<file path="config.mk">
export PLATFORM = sky130hd
export DESIGN_NAME = sha3_hash_driver
export DESIGN_NICKNAME = d
export VERILOG_FILES = /design/src/rtl/sha3_hash_driver.sv
export SDC_FILE = /design/constraint.sdc
export NUM_CORES = 1
export LEC_CHECK = 0
export CORE_AREA = 2 2 246 248
export CTS_CLUSTER_SIZE = 20
export DETAILED_ROUTE_END_ITERATION = 8
export DIE_AREA = 0 0 248 250
export GPL_TIMING_DRIVEN = 1
export HOLD_SLACK_MARGIN = 0.1
export PLACE_DENSITY = 0.72
export SYNTH_ARGS = -nofsm -noshare
export SYNTH_HDL_FRONTEND = slang
export SYNTH_SLANG_ARGS = --single-unit
</file>
<file path="constraint.sdc">
create_clock -name clk -period 23.9 [get_ports clk]
set_clock_uncertainty 0.1 [all_clocks]
set_input_delay 5.975 -clock clk [delete_from_list [all_inputs] [get_ports clk]]
set_output_delay 5.975 -clock clk [all_outputs]
set_load 0.005 [all_outputs]
</file>
<file path="src/rtl/sha3_hash_driver.sv">
// Byte-stream packer and digest drainer around a 64-bit-in / 512-bit-out SHA3 core.
// Optional WAIT_DIGEST watchdog enabled by defining SHA3_DRV_WATCHDOG_EN.
module sha3_hash_driver #(
  parameter int WDOG_CYCLES = 1024
) (
  input  logic         clk,
  input  logic         reset,
  input  logic [7:0]   s_data,
  input  logic         s_valid,
  input  logic         s_last,
  output logic         s_ready,
  output logic [63:0]  core_in,
  output logic         core_in_ready,
  output logic         core_is_last,
  output logic [2:0]   core_byte_num,
  input  logic         core_buffer_full,
  input  logic [511:0] core_out,
  input  logic         core_out_ready,
  output logic [31:0]  dg_data,
  output logic         dg_valid,
  output logic         dg_last,
  input  logic         dg_ready,
  output logic         busy,
  output logic         err
);
  typedef enum logic [2:0] {PACK, SEND, SEND_LAST, WAIT_DIGEST, DRAIN} state_e;

  state_e         state_q, state_d;
  logic [2:0]     cnt_q, cnt_d, bnum_q, bnum_d;
  logic           plast_q, plast_d, err_q, err_d;
  logic [63:0]    word_q, word_d;
  logic [511:0]   dig_q, dig_d;
  logic [3:0]     idx_q, idx_d;
  logic           wd_hit;

`ifdef SHA3_DRV_WATCHDOG_EN
  localparam int WW = $clog2(WDOG_CYCLES + 1);
  logic [WW-1:0] wd_q, wd_d;
  assign wd_hit = (state_q == WAIT_DIGEST) && (wd_q == WW'(WDOG_CYCLES - 1));
  always_comb begin
    wd_d = '0;
    if (state_q == WAIT_DIGEST) wd_d = wd_q + WW'(1);
  end
  always_ff @(posedge clk or posedge reset) begin
    if (reset) wd_q <= '0;
    else       wd_q <= wd_d;
  end
`else
  logic [31:0] unused_wdog;
  assign unused_wdog = 32'(WDOG_CYCLES);
  assign wd_hit = 1'b0;
`endif

  always_ff @(posedge clk or posedge reset) begin
    if (reset) begin
      state_q <= PACK;
      cnt_q   <= '0;
      bnum_q  <= '0;
      plast_q <= 1'b0;
      err_q   <= 1'b0;
      word_q  <= '0;
      dig_q   <= '0;
      idx_q   <= '0;
    end else begin
      state_q <= state_d;
      cnt_q   <= cnt_d;
      bnum_q  <= bnum_d;
      plast_q <= plast_d;
      err_q   <= err_d;
      word_q  <= word_d;
      dig_q   <= dig_d;
      idx_q   <= idx_d;
    end
  end

  always_comb begin
    state_d = state_q;
    cnt_d   = cnt_q;
    bnum_d  = bnum_q;
    plast_d = plast_q;
    err_d   = 1'b0;
    word_d  = word_q;
    dig_d   = dig_q;
    idx_d   = idx_q;
    case (state_q)
      PACK: if (s_valid) begin
        // byte k lands at [63-8k -: 8]; 63-8k == {~k, 3'b111}
        word_d[{~cnt_q, 3'b111} -: 8] = s_data;
        cnt_d = cnt_q + 3'd1;
        if (s_last) begin
          cnt_d = '0;
          if (cnt_q == 3'd7) begin
            state_d = SEND;
            plast_d = 1'b1;
            bnum_d  = '0;
          end else begin
            state_d = SEND_LAST;
            bnum_d  = cnt_q + 3'd1;
          end
        end else if (cnt_q == 3'd7) begin
          state_d = SEND;
        end
      end
      SEND: if (core_in_ready) begin
        // clearing on transfer gives zero padding and the empty trailing word
        word_d = '0;
        if (plast_q) begin
          state_d = SEND_LAST;
          plast_d = 1'b0;
        end else begin
          state_d = PACK;
        end
      end
      SEND_LAST: if (core_in_ready) begin
        word_d  = '0;
        state_d = WAIT_DIGEST;
      end
      WAIT_DIGEST: begin
        if (core_out_ready) begin
          dig_d   = core_out;
          idx_d   = '0;
          state_d = DRAIN;
        end else if (wd_hit) begin
          err_d   = 1'b1;
          cnt_d   = '0;
          state_d = PACK;
        end
      end
      DRAIN: if (dg_ready) begin
        idx_d = idx_q + 4'd1;
        if (idx_q == 4'd15) begin
          cnt_d   = '0;
          state_d = PACK;
        end
      end
      default: state_d = PACK;
    endcase
  end

  always_comb begin
    s_ready       = (state_q == PACK);
    core_in       = word_q;
    core_in_ready = ((state_q == SEND) || (state_q == SEND_LAST)) && !core_buffer_full;
    core_is_last  = (state_q == SEND_LAST);
    core_byte_num = (state_q == SEND_LAST) ? bnum_q : 3'd0;
    dg_valid      = (state_q == DRAIN);
    dg_data       = dg_valid ? dig_q[{~idx_q, 5'b11111} -: 32] : 32'd0;
    dg_last       = dg_valid && (idx_q == 4'd15);
    busy          = !((state_q == PACK) && (cnt_q == 3'd0));
    err           = err_q;
  end
endmodule

</file>
==> results.sh, run 1 <==
export IMPL_status="complete, no violations"
export IMPL_drt_iter0_markers=1911
export IMPL_p_leak_nw=17.0
export IMPL_die_width_um=248
export IMPL_synth_area_per_cell_um2=9.62
export IMPL_p_per_area_nw_per_um2=114
export IMPL_cp_start_kind="input pin"
export IMPL_netlist_area_um2=26100
export IMPL_fin_ws_ns=10.47
export IMPL_min_period_ns=13.43
export IMPL_grt_max_degree=210
export IMPL_die_area_um2=62000
export IMPL_worstRegToRegCells=7
export IMPL_root_buffer="clkbuf_16"
export IMPL_rsz0062_at_grt="false"
export IMPL_cts_buffers=66
export IMPL_crit_fanout=5
export IMPL_max_cap_viol_count=0
export IMPL_clock_latency_ns=0.58
export IMPL_grt_usage_pct=28.2
export IMPL_yosysWarnings=0
export IMPL_timing_hold_worst_start="dig_q[274]"
export IMPL_seq_area_um2=14800
export IMPL_synth_fp_nets=3248
export IMPL_final_max_slew_violation_count=0
export IMPL_critical_path_max_stage_delay_ns=0.56
export IMPL_tightest_slew_ns=1.18
export IMPL_final_util_pct=59.0
export IMPL_cpMaxStageDelayCell="clkdlybuf4s50_1"
export IMPL_vdd_drop_max_uv=68.1
export IMPL_hold_path_cell_count=2
export IMPL_relSlewSlack_pct=21.3
export IMPL_holdWs_ns=0.370
export IMPL_fp_coreArea_um2=59600
export IMPL_multi_input_area_um2=10600
export IMPL_cts_max_level=3
export IMPL_cts_resized=0
export IMPL_crit_path_end_kind="output pin"
export IMPL_setup_viol=0
export IMPL_place_ws_ns=10.47
export IMPL_r2r_slack_ns=19.53
export IMPL_clock_fmax_ghz=0.0745
export IMPL_initial_core_util_pct=43.8
export IMPL_firstDrtPassIters=7
export IMPL_power_total_mw=4.02
export IMPL_reg2reg_to="dig_q[455]"
export IMPL_hold_viol_final=0
export IMPL_critPathMostFrequentCell="clkdlybuf4s50_1"
export IMPL_cts_sinks=590
export IMPL_mostFrequentLayoutCells="nand2_1 (1582), clkdlybuf4s50_1 (631), dfrtp_1 (588)"
export IMPL_drt_vias_per_instance=5.29
export IMPL_syn_to_final_growth_pct=34.5
export IMPL_layout_nets=3791
export IMPL_path_clk_slew_ns=0.05
export IMPL_synth_seq_cells=590
export IMPL_fp_dieH_um=250
export IMPL_wirelength_um=86800
export IMPL_port_buffers=631
export IMPL_post_cts_buffers=0
export IMPL_cts_tree="built"
export IMPL_min_to="dig_q[274]"
export IMPL_antenna_found_initial=25
export IMPL_path_cells="clkdlybuf4s50_1, nor3_1, clkdlybuf4s50_1"
export IMPL_vias=21737
export IMPL_hold_buffers=0
export IMPL_yosysSeqAreaShare_pct=56.5
export IMPL_ant_nets=0
export IMPL_synth_cell_types=45
export IMPL_critPathArrivalTime_ns=7.35
export IMPL_timing_setup_tns_ns=0
export IMPL_postSynthCellCount=2714
export IMPL_grt_overflow=0
export IMPL_place_congestion=0.906
export IMPL_dp_hpwl_um=61700
export IMPL_path_class="in2out"
export IMPL_io_pin_count=633
export IMPL_rows=90
export IMPL_wl_per_cell_um=21.1
export IMPL_fill_cells=5008
export IMPL_hold_class="reg2reg"
export IMPL_cp_required_ns=17.83
export IMPL_clockBufferDepth=3
export IMPL_drive_gt1_share_pct=8.20
export IMPL_grt_pass1_vias=22413
export IMPL_drc=0
export IMPL_reg2reg_from="state_q[2]"
export IMPL_grt_pass1_wl_um=132000
export IMPL_period_share_pct=56.2
export IMPL_mostFrequentLayoutCell="nand2_1"
## power breakdown
group          internal (mW)  switching [mW]  leakage, nW
sequential              1.45           0.277         7.53
clock                  0.610           0.420         1.09
combinational          0.610           0.653         8.33
total                   2.67            1.35         17.0
## metal layers
| metal | global-route usage (%) | up-vias | wire length, um |
|---|---|---|---|
| met3 | 5.41 | 162 | 6650 |
| met4 | 13.1 | 10 | 3580 |
| met2 | 46.5 | 911 | 43100 |
| met1 | 35.9 | 10716 | 33400 |
| met5 | 0 | - | 69 |
| li1 | - | 9938 | - |
## final cells by class
type	count	share of cell area [%]
diodes	20	0.142
repair buffers	650	18.5
inverters	9	0.118
clock buffers	96	5.63
flip-flops and latches	590	42.0
clock inverters	21	0.648
well taps	782	2.79
multi-input cells	1940	30.1
## stage by stage
| stage | std cells | instance area, um^2 |
|---|---|---|
| after floorplan | 2714 | 26100 |
| after global placement | 3971 | 32900 |
| after detailed placement | 3971 | 32900 |
| after CTS | 4088 | 35100 |
| after global routing | 4108 | 35100 |
| final | 4108 | 35100 |
## worst max-delay path by stage
stage / from / endpoint / slack [ns] / cells past startpoint
after floorplan: reset / bnum_q[0] / 1.31 / 1
after global placement: core_buffer_full / core_in_ready / 10.50 / 3
after detailed placement: core_buffer_full / core_in_ready / 10.47 / 3
after CTS: core_buffer_full / core_in_ready / 10.46 / 3
after global routing: core_buffer_full / core_in_ready / 10.42 / 3
final: core_buffer_full / core_in_ready / 10.47 / 3
## Yosys cell counts, drive strengths merged
master | number | area [um^2]
nand2 | 1583 | 5940
dfrtp | 590 | 14800
mux4 | 128 | 2880
buf | 88 | 419
clkbuf | 87 | 327
a22oi | 62 | 465
a22o | 60 | 526
nand3 | 17 | 85.1
nor2 | 11 | 41.3
nor3 | 10 | 55.1
inv | 9 | 33.8
o21ai | 9 | 48.8
and3 | 8 | 50.1
ha | 7 | 87.6
o211ai | 7 | 52.6
a21o | 3 | 22.5
a21oi | 3 | 15.0
nor2b | 3 | 18.8
nor3b | 3 | 37.5
o31ai | 3 | 22.5
o41ai | 3 | 26.3
nand2b | 2 | 12.5
o2bb2ai | 2 | 17.5
or3 | 2 | 17.5
xnor2 | 2 | 17.5
a221o | 1 | 10.0
a31oi | 1 | 6.26
a32o | 1 | 10.0
and2 | 1 | 6.26
and4 | 1 | 8.76
conb | 1 | 3.75
mux2i | 1 | 10.0
nand4 | 1 | 6.26
nor4 | 1 | 21.3
nor4b | 1 | 23.8
or3b | 1 | 8.76
or4b | 1 | 10.0
## registers in the layout (all words and copies together) (netlist names)
signal,cells
state_q,3
idx_q,4
core_in,64
dig_q,512
plast_q,1
cnt_q,3
bnum_q,3
## critical path: cells and delay by family
family        cells  cell delay (ns)
simple gates      1             0.26
buf+inv           2             1.11
## cells by family (layout without fill, tap and decap cells)
logic type | after synthesis | count (layout) | synth area share, %
simple gates | 1646 | 1646 | 24.3
flops | 590 | 590 | 56.5
buf+inv | 184 | 776 | 2.98
compound gates | 155 | 155 | 4.68
mux | 129 | 129 | 11.1
fa+ha+maj | 7 | 7 | 0.335
xor+xnor | 2 | 2 | 0.0671
other cells | 1 | 21 | 0.0144
Power figures use the tool's default switching activity.
==> run 2, diff against run 1 <==
- CORE_AREA: 2 2 246 248 -> 2 2 244 246
- DIE_AREA: 0 0 248 250 -> 0 0 246 248
- PLACE_DENSITY: 0.72 -> 0.76
- clock period: 23.9 -> 11.77 ns (I/O delays scaled with it)
==> results.sh, run 2 (same netlist as run 1, synthesis figures left out) <==
export IMPL_r2r_slack_ns=8.38
export IMPL_clock_fmax_ghz=0.133
export IMPL_fin_ws_ns=4.25
export IMPL_internal_power_mw=5.53
export IMPL_grt_use_met2_pct=47.4
export IMPL_hold_viol_final=0
export IMPL_cp_required_ns=8.73
export IMPL_grt_overflow=0
export IMPL_hold_class="reg2reg"
export IMPL_root_buffer="clkbuf_16"
export IMPL_cts_tree="built"
export IMPL_relSlewSlack_pct=29.3
export IMPL_path_clk_slew_ns=0.06
export IMPL_grt_busiest_layer="met2"
export IMPL_wl_per_cell_um=21.6
export IMPL_fp_coreArea_um2=58500
export IMPL_rsz0062_at_grt="false"
export IMPL_period_share_pct=63.9
export IMPL_max_cap_viol_count=0
export IMPL_drt_vias_per_instance=5.33
export IMPL_met3_usage_pct=6.33
export IMPL_antenna_found_initial=28
export IMPL_wirelength_um=88400
export IMPL_power_total_mw=8.28
export IMPL_clkPwrFrac_pct=26.6
export IMPL_initial_core_util_pct=44.7
export IMPL_path_buf_inv=3
export IMPL_dp_hpwl_um=62500
export IMPL_place_ws_ns=4.54
export IMPL_syn_to_final_growth_pct=35.0
export IMPL_cts_resized=0
export IMPL_largest_reg_flops=512
export IMPL_vias=21823
export IMPL_setup_viol=0
export IMPL_port_buffers=631
export IMPL_io_pin_count=633
export IMPL_cts_buffers=66
export IMPL_final_max_slew_violation_count=0
export IMPL_tightest_slew_ns=1.05
export IMPL_pwr_share_comb_pct=30.4
export IMPL_rows=89
export IMPL_ant_nets=0
export IMPL_grt_util_met1_pct=36.1
export IMPL_drt_iter0_markers=1935
export IMPL_die_area_um2=61000
export IMPL_timing_setup_tns_ns=0
export IMPL_p_sw_share_pct=33.2
export IMPL_sequentialPowerShare_pct=43.0
export IMPL_crit_fanout=57
export IMPL_firstDrtPassIters=7
export IMPL_critPathMostFrequentCell="buf_4"
export IMPL_drive_gt1_share_pct=8.21
export IMPL_grt_pass1_vias=21907
export IMPL_post_cts_buffers=0
export IMPL_clockBufferDepth=3
export IMPL_die_width_um=246
export IMPL_cts_max_level=3
export IMPL_critPathArrivalTime_ns=4.48
export IMPL_cts_sinks=590
export IMPL_cpMaxStageDelayCell="buf_4"
export IMPL_fill_cells=4795
export IMPL_vdd_drop_max_uv=138
export IMPL_critical_path_max_stage_delay_ns=0.86
export IMPL_p_per_area_nw_per_um2=235
export IMPL_hold_buffers=0
export IMPL_grt_max_degree=214
export IMPL_status="complete, no violations"
export IMPL_fp_dieH_um=248
export IMPL_multi_input_area_um2=10600
export IMPL_layout_nets=3790
export IMPL_crit_path_end_kind="output pin"
export IMPL_grt_usage_pct=28.9
export IMPL_regMostFlops="dig_q"
export IMPL_drc=0
export IMPL_path_cells="buf_4, buf_4, mux4_2, a22oi_1, nand2_1, clkdlybuf4s50_1"
export IMPL_mostFrequentLayoutCells="nand2_1 (1582), clkdlybuf4s50_1 (631), dfrtp_1 (588)"
export IMPL_place_congestion=0.929
export IMPL_critPathTopFamily="buffers and inverters"
export IMPL_grt_pass1_wl_um=132000
export IMPL_seq_area_um2=14800
export IMPL_p_leak_nw=17.0
export IMPL_path_class="reg2out"
export IMPL_clock_latency_ns=0.59
export IMPL_p_sw_mw=2.74
export IMPL_cp_start_kind="flip-flop"
export IMPL_mostFrequentLayoutCell="nand2_1"
export IMPL_min_period_ns=7.52
==> run 2: per-stage QoR <==
| stage | hold slack [ns] | cells | area, um^2 | utilization, % |
|---|---|---|---|---|
| after floorplan | 0.340 | 2714 | 26100 | - |
| after global placement | 0.352 | 3961 | 32900 | 56.3 |
| after detailed placement | 0.357 | 3961 | 32900 | 56.3 |
| after CTS | 0.371 | 4075 | 35200 | 60.2 |
| after global routing | 0.384 | 4091 | 35300 | 60.3 |
| final | 0.365 | 4095 | 35300 | 60.3 |
==> run 2: final cells by class <==
cell class / count / area share (%)
clock buffer: 92 / 5.60
multi-input combinational: 1940 / 30.0
tap: 773 / 2.74
sequential: 590 / 41.9
timing repair buffer: 649 / 18.5
clock inverter: 22 / 0.951
inverter: 9 / 0.106
antenna: 20 / 0.142
==> run 2: path summary, 6_finish.rpt <==
check                                start          end  cells past startpoint
worst min register to register  dig_q[301]   dig_q[301]                      2
min in group asynchronous            reset   dig_q[189]                      2
worst max register to register  state_q[0]   dig_q[170]                      5
max in group asynchronous            reset   dig_q[342]                      4
worst min-delay path            dig_q[301]   dig_q[301]                      2
worst max-delay path              idx_q[1]  dg_data[20]                      6
==> run 2: power by group through the flow <==
| stage | sequential, mW | clock (mW) | combinational, mW |
|---|---|---|---|
| 3_5_place_dp | 3.56 | 0 | 2.52 |
| 2_1_floorplan | 3.31 | 0 | 1.81 |
| 4_1_cts | 3.54 | 2.23 | 2.54 |
| 6_report | 3.56 | 2.20 | 2.52 |
| 5_1_grt | 3.66 | 2.31 | 2.80 |
| 3_3_place_gp | 3.54 | 0 | 2.44 |
==> run 2: layer usage <==
metal / vias to the layer above / share of wire, %
li1: 9919 / -
met1: 10733 / 38
met2: 944 / 49
met3: 211 / 8.0
met4: 16 / 5.1
met5: - / 0.12
==> run 2: worst register-to-register path, stage by stage (launching register included) <==
cell and delay [ns]:
dfrtp_1 0.72, and4_4 0.80, buf_12 0.54, buf_4 0.82, nand2_1 0.24, nand2_1 0.10
